$ cat src/rtl/mem_bus_pkg.sv
// mem_bus_pkg: shared types and constants for the data-memory bus initiator.
//   SIZE_*          access-size encodings on the Size input
//   busState_t      FSM state encoding of mem_bus_master
//   DEFAULT_TIMEOUT default DataReady wait budget in cycles
package mem_bus_pkg;

  localparam logic [1:0] SIZE_BYTE = 2'b00;
  localparam logic [1:0] SIZE_HALF = 2'b01;
  localparam logic [1:0] SIZE_WORD = 2'b10;

  localparam int DEFAULT_TIMEOUT = 15;

  typedef enum logic [1:0] {
    IDLE  = 2'd0,
    ISSUE = 2'd1,
    WAIT  = 2'd2,
    DONE  = 2'd3
  } busState_t;

endpackage

$ cat src/rtl/mem_lane_align.sv
// mem_lane_align: combinational byte-lane steering for the memory bus.
//   Size, AddrLo, WData, MemRData, SignExt in
//   BE, MemWData   lane-steered store enables/data
//   LoadData       extracted, extended load result
//   Misaligned     half with AddrLo[0]=1, or word with AddrLo!=0
// Low address bits that a size cannot use are simply ignored, so a
// misaligned access is naturally forced onto its aligned lanes.
module mem_lane_align
  import mem_bus_pkg::*;
(
  input  logic [1:0]  Size,
  input  logic [1:0]  AddrLo,
  input  logic [31:0] WData,
  input  logic [31:0] MemRData,
  input  logic        SignExt,
  output logic [3:0]  BE,
  output logic [31:0] MemWData,
  output logic [31:0] LoadData,
  output logic        Misaligned
);

  logic [7:0]  byteVal;
  logic [15:0] halfVal;

  always_comb begin
    BE         = 4'b0000;
    MemWData   = '0;
    LoadData   = '0;
    Misaligned = 1'b0;
    byteVal    = 8'(MemRData >> {AddrLo, 3'b000});
    halfVal    = 16'(MemRData >> {AddrLo[1], 4'b0000});
    case (Size)
      SIZE_BYTE: begin
        BE       = 4'b0001 << AddrLo;
        MemWData = {4{WData[7:0]}};
        LoadData = SignExt ? {{24{byteVal[7]}}, byteVal} : {24'b0, byteVal};
      end
      SIZE_HALF: begin
        BE         = AddrLo[1] ? 4'b1100 : 4'b0011;
        MemWData   = {2{WData[15:0]}};
        LoadData   = SignExt ? {{16{halfVal[15]}}, halfVal} : {16'b0, halfVal};
        Misaligned = AddrLo[0];
      end
      default: begin
        // SIZE_WORD and the reserved 2'b11 both behave as a word
        BE         = 4'b1111;
        MemWData   = WData;
        LoadData   = MemRData;
        Misaligned = |AddrLo;
      end
    endcase
  end

endmodule

$ cat src/rtl/mem_bus_master.sv
// mem_bus_master: CPU-side initiator for the word-addressed data memory bus.
// Accepts one load/store at a time, drives CS/RW/BE/MemAddr/MemWData,
// waits on DataReady with a timeout, returns aligned/extended load data
// with a one-cycle Done pulse.
//   Clk, Reset_n                       clock, async active-low reset
//   Req, Wr, Size, SignExt, Addr, WData request side (sampled when Ready)
//   Ready, Done, RData, BusErr, AddrErr response side
//   CS, RW, BE, MemAddr, MemWData      registered memory bus outputs
//   MemRData, DataReady                memory return
// Build option: MEM_MISALIGN_TRAP_EN - misaligned requests complete at once
// with AddrErr instead of being forced to alignment.
//
// state | meaning
// IDLE  | Ready=1, waiting for Req
// ISSUE | one bus cycle with CS=1; stores are written here
// WAIT  | load in flight, CS held, counting DataReady-low cycles
// DONE  | Done=1 for one cycle, bus released
module mem_bus_master
  import mem_bus_pkg::*;
#(
  parameter int TIMEOUT = DEFAULT_TIMEOUT,
  parameter int CNT_W   = 8
)(
  input  logic        Clk,
  input  logic        Reset_n,
  input  logic        Req,
  input  logic        Wr,
  input  logic [1:0]  Size,
  input  logic        SignExt,
  input  logic [31:0] Addr,
  input  logic [31:0] WData,
  output logic        Ready,
  output logic        Done,
  output logic [31:0] RData,
  output logic        BusErr,
  output logic        AddrErr,
  output logic        CS,
  output logic        RW,
  output logic [3:0]  BE,
  output logic [29:0] MemAddr,
  output logic [31:0] MemWData,
  input  logic [31:0] MemRData,
  input  logic        DataReady
);

`ifdef MEM_MISALIGN_TRAP_EN
  localparam bit TRAP_EN = 1'b1;
`else
  localparam bit TRAP_EN = 1'b0;
`endif

  busState_t        state, nextState;
  logic [CNT_W-1:0] waitCnt;
  logic             wrQ, signExtQ;
  logic [1:0]       sizeQ, addrLoQ;
  logic             accept, trap, timeoutHit;

  logic [1:0]  laneSize, laneAddrLo;
  logic        laneSignExt, laneMisaligned;
  logic [3:0]  laneBE;
  logic [31:0] laneWData, laneLoad;

  // Live request fields while idle; latched fields once a load is in flight.
  assign laneSize    = (state == IDLE) ? Size       : sizeQ;
  assign laneAddrLo  = (state == IDLE) ? Addr[1:0]  : addrLoQ;
  assign laneSignExt = (state == IDLE) ? SignExt    : signExtQ;

  mem_lane_align uLane (
    .Size       (laneSize),
    .AddrLo     (laneAddrLo),
    .WData      (WData),
    .MemRData   (MemRData),
    .SignExt    (laneSignExt),
    .BE         (laneBE),
    .MemWData   (laneWData),
    .LoadData   (laneLoad),
    .Misaligned (laneMisaligned)
  );

  always_ff @(posedge Clk or negedge Reset_n) begin
    if (!Reset_n) state <= IDLE;
    else          state <= nextState;
  end

  always_comb begin
    nextState  = state;
    accept     = 1'b0;
    trap       = 1'b0;
    timeoutHit = 1'b0;
    case (state)
      IDLE: begin
        if (Req) begin
          accept    = 1'b1;
          trap      = TRAP_EN && laneMisaligned;
          nextState = trap ? DONE : ISSUE;
        end
      end
      ISSUE: nextState = wrQ ? DONE : WAIT;
      WAIT: begin
        if (DataReady) begin
          nextState = DONE;
        end else if (waitCnt == CNT_W'(TIMEOUT - 1)) begin
          nextState  = DONE;
          timeoutHit = 1'b1;
        end
      end
      DONE:    nextState = IDLE;
      default: nextState = IDLE;
    endcase
  end

  // Outputs are registered from nextState so the bus sees clean levels.
  always_ff @(posedge Clk or negedge Reset_n) begin
    if (!Reset_n) begin
      Ready    <= 1'b1;
      Done     <= 1'b0;
      CS       <= 1'b0;
      RW       <= 1'b0;
      BE       <= 4'b0000;
      MemAddr  <= '0;
      MemWData <= '0;
      RData    <= '0;
      BusErr   <= 1'b0;
      AddrErr  <= 1'b0;
      waitCnt  <= '0;
      wrQ      <= 1'b0;
      signExtQ <= 1'b0;
      sizeQ    <= SIZE_BYTE;
      addrLoQ  <= 2'b00;
    end else begin
      Ready <= (nextState == IDLE);
      Done  <= (nextState == DONE);
      CS    <= (nextState == ISSUE) || (nextState == WAIT);
      RW    <= (nextState == ISSUE) && Wr;

      if (nextState == ISSUE)     BE <= laneBE;
      else if (nextState != WAIT) BE <= 4'b0000;

      if (accept) begin
        wrQ      <= Wr;
        signExtQ <= SignExt;
        sizeQ    <= Size;
        addrLoQ  <= Addr[1:0];
        MemAddr  <= Addr[31:2];
        waitCnt  <= '0;
        BusErr   <= 1'b0;
        AddrErr  <= trap;
        if (!trap) MemWData <= laneWData;
      end

      if (state == WAIT) begin
        if (DataReady) begin
          RData <= laneLoad;
        end else begin
          waitCnt <= waitCnt + 1'b1;
          if (timeoutHit) begin
            RData  <= '0;
            BusErr <= 1'b1;
          end
        end
      end
    end
  end

endmodule

$ cat config.mk
export PLATFORM = sky130hd
export DESIGN_NAME = mem_bus_master
export DESIGN_NICKNAME = d
export VERILOG_FILES = /design/src/rtl/mem_bus_pkg.sv /design/src/rtl/mem_lane_align.sv /design/src/rtl/mem_bus_master.sv
export SDC_FILE = /design/constraint.sdc
export NUM_CORES = 1
export LEC_CHECK = 0
export BUFFER_PORTS_ARGS = -buffer_cell sky130_fd_sc_hd__buf_2
export CELL_PAD_IN_SITES_DETAIL_PLACEMENT = 1
export CELL_PAD_IN_SITES_GLOBAL_PLACEMENT = 1
export CORE_MARGIN = 3
export CORE_UTILIZATION = 37
export DETAILED_ROUTE_END_ITERATION = 6
export PLACE_DENSITY = 0.79
export SETUP_SLACK_MARGIN = 0.4
export SLEW_MARGIN = 0
export SYNTH_ARGS = -nofsm -noshare
export SYNTH_HDL_FRONTEND = slang
export SYNTH_SLANG_ARGS = --single-unit
$ cat constraint.sdc
create_clock -name Clk -period 3.1 [get_ports Clk]
set_clock_uncertainty 0.05 [all_clocks]
set_input_delay 0.155 -clock Clk [delete_from_list [all_inputs] [get_ports Clk]]
set_output_delay 0.155 -clock Clk [all_outputs]
set_load 0.05 [all_outputs]
## Word-level counts from Yosys, hierarchy flattened

Cells that the tools add are included.

| storage, ports and cells | value |
|---|---|
| register bits | 119 |
| input bits | 104 |

| operators by class | value |
|---|---|
| muxes and demuxes | 30 |
| eq/ne operators | 9 |
| reduce and logical (&&, ||, !) cells | 8 |
| add/sub/neg operators | 1 |
| shift-type cells | 3 |

Operators with widths:

| cell | count |
|---|---|
| $mux 32 | 4 |
| $pmux 32 s2 | 2 |
| $shr 32x5->16 | 1 |
| $shr 32x5->8 | 1 |
| $mux 8 | 3 |
| $mux 4 | 3 |
| $mux 1 | 11 |
| $mux 2 | 5 |
| $add 8x1->8 const B | 1 |
| $eq 2x2->1 const B | 4 |
| $eq 8x4->1 const B | 1 |
| $pmux 2 s4 | 1 |
| $pmux 4 s2 | 1 |
| $eq 2x1->1 const B | 3 |
| $logic_not 2->1 | 3 |
| $reduce_bool 2->1 | 2 |
| $shl 1x2->4 const A | 1 |
| $ne 2x2->1 const B | 1 |
| $reduce_and 2->1 | 1 |
| $logic_and 1x1->1 | 1 |
| $logic_or 1x1->1 | 1 |

## Depth between registers and ports, before layout

| logic depth | value |
|---|---|
| word-level depth | 7 |
| gate-level depth with buffers | 11 |
| depth with buffers taken out | 10 |

## Cells and area by module

From an unflattened synthesis, not the netlist that was laid out.

| unflattened totals | value |
|---|---|
| cell total of the unflattened synthesis | 698 |
| area, all modules | 6313.6 um^2 |

Modules (own cells, without submodules):

| module | area each (um^2) | times used | sequential area each (um^2) | cells an instance |
|---|---|---|---|---|
| mem_bus_master | 5018.6 | 1 | 2979.1 | 524 |
| mem_lane_align | 1295.0 | 1 | 0.0 | 174 |

## Worst setup path before layout

OpenSTA, ideal clock, no wires.

| timing | value |
|---|---|
| path type | register to register |
| start point | register waitCnt[0] |
| end point | register BE[3] |
| cell stages (with the launch flop) | 11 |
| buffers on the path | 1 |
| period minus slack after synthesis | 2.421 ns |
| data arrival time | 2.302 ns |
| setup slack | 0.679 ns |
| path through | dfrtp_1 inv_1 ha_1 or4b_1 nor3_1 o21ai_1 clkbuf_1 and3_1 ha_1 a21oi_1 a32o_1 |

| between the ends | value |
|---|---|
| cells in the longest elaborated chain, start to end | 6 |
| elaborated cells on any way between the ends | 8 |

RTL lines:

| what | RTL line | RTL |
|---|---|---|
| start: declaration | mem_bus_master.sv:53 | `logic [CNT_W-1:0] waitCnt;` |
| start signal: assignment | mem_bus_master.sv:155 | `waitCnt <= waitCnt + 1'b1;` |
| $eq 8x4->1 (*) | mem_bus_master.sv:102 | `end else if (waitCnt == CNT_W'(TIMEOUT - 1)) begin` |
| $mux 2 (*) | mem_bus_master.sv:102 |  |
| $mux 2 (*) | mem_bus_master.sv:100 | `if (DataReady) begin` |
| $pmux 2 s4 (*) | mem_bus_master.sv:90 | `case (state)` |
| $eq 2x1->1 / $ne 2x2->1 (equally long branches) | mem_bus_master.sv:136, mem_bus_master.sv:137 |  |
| $mux 4 / $reduce_bool 2->1 (equally long branches) | n/a |  |
| end signal: assignment | mem_bus_master.sv:136 | `if (nextState == ISSUE) BE <= laneBE;` |
| end: declaration | mem_bus_master.sv:39 | `output logic [3:0] BE,` |

Every way passes the cells marked *; elsewhere a longest branch is shown, timed or not.
A chain may end at the register's enable or synchronous reset.

## Worst setup path in the final report

| timing | value |
|---|---|
| start point | register state[1] |
| end point | register MemWData[18] |

| between the ends | value |
|---|---|
| cells in the longest elaborated chain, start to end | 4 |
| elaborated cells on any way between the ends | 6 |

RTL lines:

| what | RTL line | RTL |
|---|---|---|
| start: declaration | mem_bus_master.sv:52 | `busState_t state, nextState;` |
| start signal: assignment | mem_bus_master.sv:82 | `else state <= nextState;` |
| $logic_not 2->1 (*) | mem_bus_master.sv:64, mem_bus_master.sv:90 |  |
| $mux 2 | mem_bus_master.sv:64 | `assign laneSize = (state == IDLE) ? Size : sizeQ;` |
| $eq 2x1->1 / $logic_not 2->1 (equally long branches) | mem_lane_align.sv:32 | `case (Size)` |
| $pmux 32 s2 | mem_lane_align.sv:32 |  |
| end signal: assignment | mem_bus_master.sv:148 | `if (!trap) MemWData <= laneWData;` |
| end: declaration | mem_bus_master.sv:41 | `output logic [31:0] MemWData,` |

Marked as above.

==> results by group <==
Cells and area
  – Final net count: 967
  – Flip-flop and latch area: 2980 µm²
  – Area grow syn2layout: 46.9%
  – Filler cells: 1698
  – Antenna fix cells: 0
  – Fin util: 56.1%
  – Area of the multi-input gates: 2420 µm²
  – Share of layout cells above drive strength 1: 30.6%

Worst setup path
  – R2r setup slk: 0.58 ns
  – Largest fanout on the critical path: 19
  – CP Capture Type: register
  – Critical Path AT: 2.82 ns
  – RR Endpoint: MemWData[18]
  – CP Launch Type: register
  – WP data required: 3.40 ns
  – Reg2reg path depth: 6
  – Worst r2r src: state[1]
  – Worst setup endpoint: MemWData[18]
  – WS Path Type: register to register
  – Critical Path Source: state[1]

Placed design
  – # port buffers: 206
  – DP HPWL: 13.8 mm
  – Final Wtd Congestion: 0.876

Floorplan
  – Die height: 129 µm
  – Core ar.: 14700 µm²
  – Die width: 129 µm
  – Initial Util: 38.2%
  – Die area: 16700 µm²
  – IO Count: 208
  – Site row count: 44

Clocking
  – Sink Count: 119
  – CTS buffer count: 17
  – Clock Tree Buf Depth: 2
  – CTS tree: done
  – Root buffer cell: clkbuf_16
  – H-tree levels: 4
  – Setup bufs post-CTS: 0
  – Clk slew on worst S/H paths: 0.06 ns
  – Clk_lat worst skew: 0.41 ns

STA
  – # setup viols final: 0
  – Max-slew violations: 0
  – Final Hold Vio Count: 0
  – Final Cycle Share: 81.3%
  – Max Clock Freq: 397 MHz
  – Tmin final: 2.52 ns
  – RSZ-0062 raised after global routing: no
  – Setup_tns: 0 ns
  – Headroom to the max-slew limit: 44.0%
  – Worst slew pin tran: 0.836 ns

Power and ir drop
  – Leakage: 4.14 nW
  – Total power: 0.0101 W
  – Power Density: 1230 nW/µm²
  – Worst vdd ir: 647 µV

Synth
  – Register area share after synthesis: 53.1%
  – Mapped Cells: 576
  – Post-synthesis net count: 687
  – Synth async-reset ratio: 100%
  – Cell area after synthesis: 5610 µm²
  – Yosys top cell area share: 52.6%
  – Synth cell types: 60
  – Synth Register Bits: 119
  – Yosys warns: 0
  – Synth area leader: dfrtp_1
  – Mean Syn Cell Area: 9.74 µm²
  – Main synth FF type: dfrtp_1
  – Number of flops mapped to enable cells by yosys: 0
  – Area contributors post-synth: dfrtp_1 53%, nand2_1 12%, a221o_1 2.9%

Routing
  – Via density: 5.46
  – Residual DRC: 0
  – DRT Pass-1 Iters: 5
  – Routed Antenna Nets: 0
  – Wire per inst: 20.0 µm
  – First DRT Iteration DRCs: 296
  – Total Routed Length: 21.1 mm
  – DR vias: 5751

GRT
  – Initial antenna violation count: 1
  – Global route overflow: 0
  – Vias in the first global route: 6281
  – Largest net degree at the start of global routing: 78
  – GRT Total Usage: 25.5%
  – First-pass GRT wire length: 33.2 mm

Hold path
  – Min-delay src: MemRData[25]
  – Worst min-delay path category: input port to register

Status
  – Status: completed

Run
  – MaxCap Viol Count: 0
## worst max-delay path: stages (launching register included)
cell	delay (ns)
dfrtp_1	0.61
nor2_4	0.32
mux2i_4	0.42
buf_4	0.24
nand2_1	0.06
a31oi_1	0.18
dlygate4sd3_1	0.57
## layer usage
metal / GRT usage [%] / part of all wire, %
met4: 7.35 / 1.5
met2: 46.5 / 52
met3: 6.68 / 6.9
met1: 29.4 / 39
met5: 0 / 0.095
## flip-flops by register name, indices dropped and copies added (netlist names)
register	flops
CS	1
state	2
RData	32
addrLoQ	2
signExtQ	1
wrQ	1
MemAddr	30
MemWData	32
waitCnt	8
BE	4
sizeQ	2
BusErr	1
RW	1
Ready	1
Done	1
## synthesized netlist by cell type, types with 10 or more instances
| master | count |
|---|---|
| mux2i_1 | 10 |
| o21ai_0 | 31 |
| a31oi_1 | 11 |
| nand2_1 | 184 |
| clkbuf_1 | 19 |
| a221o_1 | 16 |
| a22oi_1 | 14 |
| nor2_1 | 21 |
| nand3_1 | 15 |
| dfrtp_1 | 118 |
## through the flow
step	hold WS (ns)	std cells	worst slack [ns]	area (µm²)
final	0.0154	1053	0.580	8250
after floorplan	-0.191	576	0.679	5610
after global placement	0.150	938	0.789	6770
after detailed placement	0.156	938	0.654	6770
after global routing	0.0169	1053	0.441	8250
after CTS	0.000929	1053	0.509	8230
## worst min-delay path by stage
stage,depth (start not counted),endpoint
CTS,3,MemWData[27]
global route,3,RData[10]
global placement,1,MemAddr[11]
detailed placement,1,MemAddr[11]
finish,2,RData[25]
floorplan,0,BE[0]
## area by class of cell
class,count,share of cell area (%)
multi-input combinational,412,29.4
tap,184,2.79
inverter,8,0.364
clock buffer,24,5.96
clock inverter,8,1.73
timing repair buffer,298,23.6
sequential,119,36.1
## report_power, final
part	internal [W]	leakage, nW	switching, W
Combinational	0.00144	2.33	0.00388
Sequential	0.00221	1.50	0.000486
Clock	0.00143	0.310	0.000703
## layout by cell type (no fill, tap or decap), types with 3 or more instances in the layout
| cell | instances |
|---|---|
| dfrtp_1 | 118 |
| nor2_1 | 21 |
| clkbuf_1 | 3 |
| bufinv_16 | 4 |
| or2_1 | 3 |
| a31oi_1 | 11 |
| nand2_1 | 183 |
| a22o_1 | 4 |
| clkbuf_8 | 4 |
| o221ai_1 | 8 |
| a222oi_1 | 8 |
| mux2i_1 | 10 |
| a22oi_1 | 14 |
| o211ai_1 | 8 |
| nor3_1 | 4 |
| inv_1 | 8 |
| o22a_1 | 7 |
| o21ai_0 | 31 |
| and2_1 | 4 |
| and3_1 | 5 |
| o21a_1 | 3 |
| nand3b_1 | 4 |
| nand3_1 | 15 |
| buf_4 | 8 |
| buf_2 | 205 |
| clkinv_2 | 3 |
| ha_1 | 7 |
| clkbuf_16 | 17 |
| mux2_2 | 3 |
| nand4_1 | 3 |
| a21oi_1 | 4 |
| a221o_1 | 16 |
| dlygate4sd3_1 | 83 |
| nor2b_1 | 3 |
## cells by family (layout without fill, tap and decap cells)
group	Yosys count	in the layout	share of synthesized area, %
AOI/OAI and AO/OA	128	128	18.0
adders and majority gates	7	7	1.56
buffers and inverters	45	338	4.01
DFF	119	119	53.1
muxes	14	14	2.63
other	1	1	0.0668
and+or+nand+nor	262	262	20.6
## timing repair
item / 4_1_cts / 5_1_grt
hold buffers: 83 / 0
endpoints found under the hold margin: 122 / 0
setup endpoints to repair: 0 / 6
gates resized for setup: 0 / 2
No activity file was read; power rests on OpenSTA's default activity.
